File: src/rtl/sfq_cell_pkg.sv
// Shared constants and helpers for SFQ cell models.
// Holds the collide-mode encodings, the pulse-counter width and a saturating incrementer.
package sfq_cell_pkg;

   localparam int COLLIDE_STORE   = 0;
   localparam int COLLIDE_CAPTURE = 1;
   localparam int CNT_W           = 16;

   function automatic logic [CNT_W-1:0] sat_inc(input logic [CNT_W-1:0] v);
      return (v == '1) ? v : v + CNT_W'(1);
   endfunction

endpackage

File: src/rtl/sfq_dro_chain.sv
// One channel: a DEPTH-stage chain of destructive-readout loops plus its double-set flag.
// Ports: clk, reset, din_i, rd_i, err_clr_i in; dout_o, empty_o, err_dbl_o out.
module sfq_dro_chain
   import sfq_cell_pkg::*;
#(
   parameter int DEPTH        = 3,
   parameter int COLLIDE_MODE = COLLIDE_STORE
) (
   input  logic clk,
   input  logic reset,
   input  logic din_i,
   input  logic rd_i,
   input  logic err_clr_i,
   output logic dout_o,
   output logic empty_o,
   output logic err_dbl_o
);

   logic [DEPTH-1:0] stg_q, stg_d;
   logic             dout_q, dout_d;
   logic             err_q, err_d;
   logic             dbl;

   always_comb begin
      stg_d  = stg_q;
      dout_d = 1'b0;
      dbl    = 1'b0;
      if (rd_i) begin
         dout_d = stg_q[DEPTH-1];
         // stage s takes stage s-1; stage 0 empties
         stg_d  = stg_q << 1;
         if (din_i) begin
            if (COLLIDE_MODE == COLLIDE_CAPTURE) begin
               // pulse rides the shift: merges with what stage 0 passes on
               dbl = stg_q[0];
               if (DEPTH == 1) dout_d = 1'b1;
               else            stg_d  = stg_d | DEPTH'(2);
            end else begin
               stg_d[0] = 1'b1;
            end
         end
      end else if (din_i) begin
         dbl      = stg_q[0];
         stg_d[0] = 1'b1;
      end
      // a fresh error outranks a simultaneous clear
      err_d = (err_q & ~err_clr_i) | dbl;
   end

   always_ff @(posedge clk) begin
      if (reset) begin
         stg_q  <= '0;
         dout_q <= 1'b0;
         err_q  <= 1'b0;
      end else begin
         stg_q  <= stg_d;
         dout_q <= dout_d;
         err_q  <= err_d;
      end
   end

   assign dout_o    = dout_q;
   assign empty_o   = ~|stg_q;
   assign err_dbl_o = err_q;

endmodule

File: src/rtl/sfq_dro_shift_bank.sv
// WIDTH-channel bank of DRO shift chains sharing one readout pulse, with pulse-rule flags.
// Ports: clk, reset, din, rd, err_clr in; dout, empty, err_dbl, err_rd_empty (+ pcount with SFQ_PULSE_COUNT_EN) out.
module sfq_dro_shift_bank
   import sfq_cell_pkg::*;
#(
   parameter int WIDTH        = 4,
   parameter int DEPTH        = 3,
   parameter int COLLIDE_MODE = COLLIDE_STORE
) (
   input  logic               clk,
   input  logic               reset,
   input  logic [WIDTH-1:0]   din,
   input  logic               rd,
   input  logic               err_clr,
   output logic [WIDTH-1:0]   dout,
`ifdef SFQ_PULSE_COUNT_EN
   output logic [WIDTH*CNT_W-1:0] pcount,
`endif
   output logic               empty,
   output logic [WIDTH-1:0]   err_dbl,
   output logic               err_rd_empty
);

   logic [WIDTH-1:0] ch_empty;
   logic             rde_q, rde_d;

   for (genvar c = 0; c < WIDTH; c++) begin : g_ch
      sfq_dro_chain #(
         .DEPTH        (DEPTH),
         .COLLIDE_MODE (COLLIDE_MODE)
      ) u_chain (
         .clk       (clk),
         .reset     (reset),
         .din_i     (din[c]),
         .rd_i      (rd),
         .err_clr_i (err_clr),
         .dout_o    (dout[c]),
         .empty_o   (ch_empty[c]),
         .err_dbl_o (err_dbl[c])
      );

`ifdef SFQ_PULSE_COUNT_EN
      logic [CNT_W-1:0] cnt_q;
      always_ff @(posedge clk) begin
         if (reset)        cnt_q <= '0;
         else if (dout[c]) cnt_q <= sat_inc(cnt_q);
      end
      assign pcount[c*CNT_W +: CNT_W] = cnt_q;
`endif
   end

   assign empty = &ch_empty;

   always_comb begin
      rde_d = (rde_q & ~err_clr) | (rd & empty);
   end

   always_ff @(posedge clk) begin
      if (reset) rde_q <= 1'b0;
      else       rde_q <= rde_d;
   end

   assign err_rd_empty = rde_q;

endmodule

File: config.mk
export PLATFORM = sky130hd
export DESIGN_NAME = sfq_dro_shift_bank
export DESIGN_NICKNAME = d
export VERILOG_FILES = /design/src/rtl/sfq_cell_pkg.sv /design/src/rtl/sfq_dro_chain.sv /design/src/rtl/sfq_dro_shift_bank.sv
export SDC_FILE = /design/constraint.sdc
export NUM_CORES = 1
export LEC_CHECK = 0
export CAP_MARGIN = 15
export CORE_MARGIN = 1.5
export CORE_UTILIZATION = 50
export DETAILED_ROUTE_END_ITERATION = 10
export MAX_ROUTING_LAYER = met4
export PLACE_DENSITY = 0.79
export SETUP_SLACK_MARGIN = 0.1
export SYNTH_ARGS = -nofsm -noshare
export SYNTH_HDL_FRONTEND = slang
export SYNTH_SLANG_ARGS = --single-unit
File: constraint.sdc
create_clock -name clk -period 2.45 [get_ports clk]
set_input_delay 0.245 -clock clk [delete_from_list [all_inputs] [get_ports clk]]
set_output_delay 0.245 -clock clk [all_outputs]
set_load 0.02 [all_outputs]
==> results.py <==
metrics = {
    "status": {
        "run_status": "finished, final reports clean",
    },
    "global_route": {
        "overflow": 0,
        "grt_max_degree": 14,
        "grt_pass1_vias": 493,
        "grtUsageTotal": 0.1578,
        "grt_pass1_wl_um": 2159,
        "antenna_found_initial": 0,
    },
    "sta": {
        "fin_skew_ns": 0.006392,
        "worst_pin_slew_ns": 0.6118,
        "slew_headroom": 0.5908,
        "setup_viol": 0,
        "post-route-period-util": 0.8311,
        "slew_violations": 0,
        "period_needed_ns": 2.036,
        "finalHoldViolCount": 0,
        "fmax_ghz": 0.4911,
        "tns_ns": 0,
        "rsz0062_at_grt": "no",
        "fin_hold_ws_ns": 0.5028,
    },
    "yosys": {
        "syn_area_um2": 800.8,
        "avgSynthCellArea_um2": 9.648,
        "ys_warn_count": 0,
        "syn_nets": 91,
        "synth_area_leader_cell": "dfxtp_1",
        "ys_seq_elements": 21,
        "yosysSeqAreaShare": 0.5250,
        "syn_inst": 83,
        "synth_top_area_share": 0.5250,
        "yosysUniqueCellTypes": 14,
        "synth.area.top_cells": "dfxtp_1 53%, mux2i_1 10%, nor2_1 9.4%",
    },
    "clock_tree": {
        "clk_pin_slew_ns": 0.12,
        "root_buffer": "clkbuf_4",
        "cts_sinks": 21,
        "cts.htree.levels": 1,
        "clk_path_buf_depth": 2,
        "cts_made_buffers": 3,
        "cts_setup_buffers": 0,
        "insertion_delay_ns": 0.29,
        "post_cts_resized": 0,
        "cts_tree": "built",
        "cts_hold_buf": 0,
    },
    "power": {
        "powerDensity_mw_per_mm2": 625.2,
        "irDropWorstVdd_mv": 0.3130,
        "leakagePower_uw": 0.0003942,
    },
    "floorplanning": {
        "ios": 18,
        "die_h_um": 43.02,
        "fp.dieW_um": 43.02,
        "floorplan.initialDensity": 0.5316,
        "core_area_mm2": 0.001506,
        "die_area_mm2": 0.001851,
        "row_count": 14,
    },
    "final_layout": {
        "stdcell_area_um2": 943.4,
        "syn_to_final_growth_pct": 17.81,
        "final_util": 0.6262,
        "layout.cells.non_filler": 110,
        "n_antenna_cell": 0,
        "nets": 103,
        "drive_gt1_frac": 0.05319,
    },
    "place": {
        "gp_congestion": 0.8133,
        "portBuffers": 17,
        "dp_cells": 106,
        "place_hpwl_um": 859.9,
        "dpl-instance-area_um2": 917.1,
    },
    "setup_path": {
        "critical_path_class": "flop to output pin",
        "regToRegEndpoint": "err_rd_empty",
        "start_kind": "flop",
        "worstReg2RegStart": "g_ch[0].u_chain.stg_q[1]",
        "ff2ff_setup_slack_ns": 1.41,
        "critPathMaxFanout": 3,
        "cp-end-kind": "output pin",
        "worstRegToRegCells": 3,
        "worst_ep_required_time_ns": 2.20,
        "arrival_ns": 1.79,
    },
    "detailed_routing": {
        "drtAntennaViolNets": 0,
        "via_count": 551,
        "drc": 0,
        "drt-total-wl_um": 1278,
        "drtIter0Drc": 8,
        "vias_per_cell": 5.009,
        "routedWlPerCell_um": 11.62,
        "drtPass1Iterations": 2,
    },
    "flow_run": {
        "maxCapViolCount": 0,
    },
    "worst_hold_path": {
        "worstHoldPathCells": 1,
        "hold_path_startpoint": "g_ch[0].u_chain.stg_q[2]",
        "hold_end": "g_ch[0].u_chain.dout_o",
        "hp-class": "flop to flop",
    },
}
## cell usage in the layout (no fill, tap or decap)
cell type / count
dfxtp_1: 21
nor2_1: 20
clkdlybuf4s50_1: 17
nor2b_1: 8
mux2i_1: 8
a21oi_1: 4
and2_1: 4
nor4_1: 3
clkbuf_4: 3
and3_2: 1
and2b_1: 1
nor3b_1: 1
a21o_1: 1
clkbuf_1: 1
buf_4: 1
## critical path: stages (launching register included)
cell and delay [ns]:
dfxtp_1 0.35, nor4_1 0.29, and3_2 0.25, clkdlybuf4s50_1 0.60
## registers in the layout, summed over array words and instances (netlist names)
name,flops
g_ch.u_chain.stg_q,12
g_ch.u_chain.dout_o,4
g_ch.u_chain.err_dbl_o,4
err_rd_empty,1
## synth_stat cells
cell type,instances
and2b_1,1
a21oi_1,4
and3_2,1
dfxtp_1,21
buf_4,8
a21o_1,1
nor4_1,3
buf_2,2
mux2i_1,8
nor2b_1,8
nor3b_1,1
nor2_1,20
buf_6,1
and2_1,4
## metrics by stage
| stage | power (uW) | setup WS, ns |
|---|---|---|
| final | 589.8 | 0.4139 |
| after global routing | 613.1 | 0.3084 |
| after CTS | 589.9 | 0.3987 |
| after detailed placement | 434.0 | 0.7594 |
| after global placement | 433.0 | 0.7991 |
| after floorplan | 409.0 | 1.410 |
## routing by layer
metal	track usage	share of wire	vias up
met1	0.2011	0.48	250
met3	0.02553	0.035	2
met4	0.03636	0.0047	0
met2	0.2636	0.48	13
li1	-	-	286
met5	-	0	-
## worst max-delay path by stage
| stage | end | from | depth (start not counted) | slack (ns) |
|---|---|---|---|---|
| finish | empty | g_ch[0].u_chain.stg_q[1] | 3 | 0.41 |
| global route | empty | g_ch[0].u_chain.stg_q[1] | 3 | 0.31 |
| CTS | empty | g_ch[0].u_chain.stg_q[1] | 3 | 0.40 |
| detailed placement | empty | g_ch[0].u_chain.stg_q[1] | 3 | 0.76 |
| global placement | empty | g_ch[0].u_chain.stg_q[0] | 3 | 0.80 |
| floorplan | empty | g_ch[0].u_chain.stg_q[1] | 2 | 1.41 |
## kinds of logic (layout without fill, tap and decap cells)
| family | count (synthesis) | after routing | synth area share |
|---|---|---|---|
| multiplexers | 8 | 8 | 0.1000 |
| buffers and inverters | 11 | 22 | 0.1016 |
| AO/OA/AOI/OAI | 5 | 5 | 0.03438 |
| flip-flops | 21 | 21 | 0.5250 |
| AND/OR/NAND/NOR | 38 | 38 | 0.2391 |
## report_power, final
part,switching [uW],total [uW],internal [uW]
clock network,99.6,163,63.2
registers,8.27,362,353
logic,30.2,65.2,35.1
total,138,590,452
## area by class of cell
type | instances | area, um^2
repair buffers | 18 | 177.7
multi-input cells | 51 | 299.0
flip-flops and latches | 21 | 420.4
clock buffers | 4 | 26.28
well taps | 16 | 20.02
fillers | 121 | 563.0
Note: power is estimated with default switching activity, not from simulation.
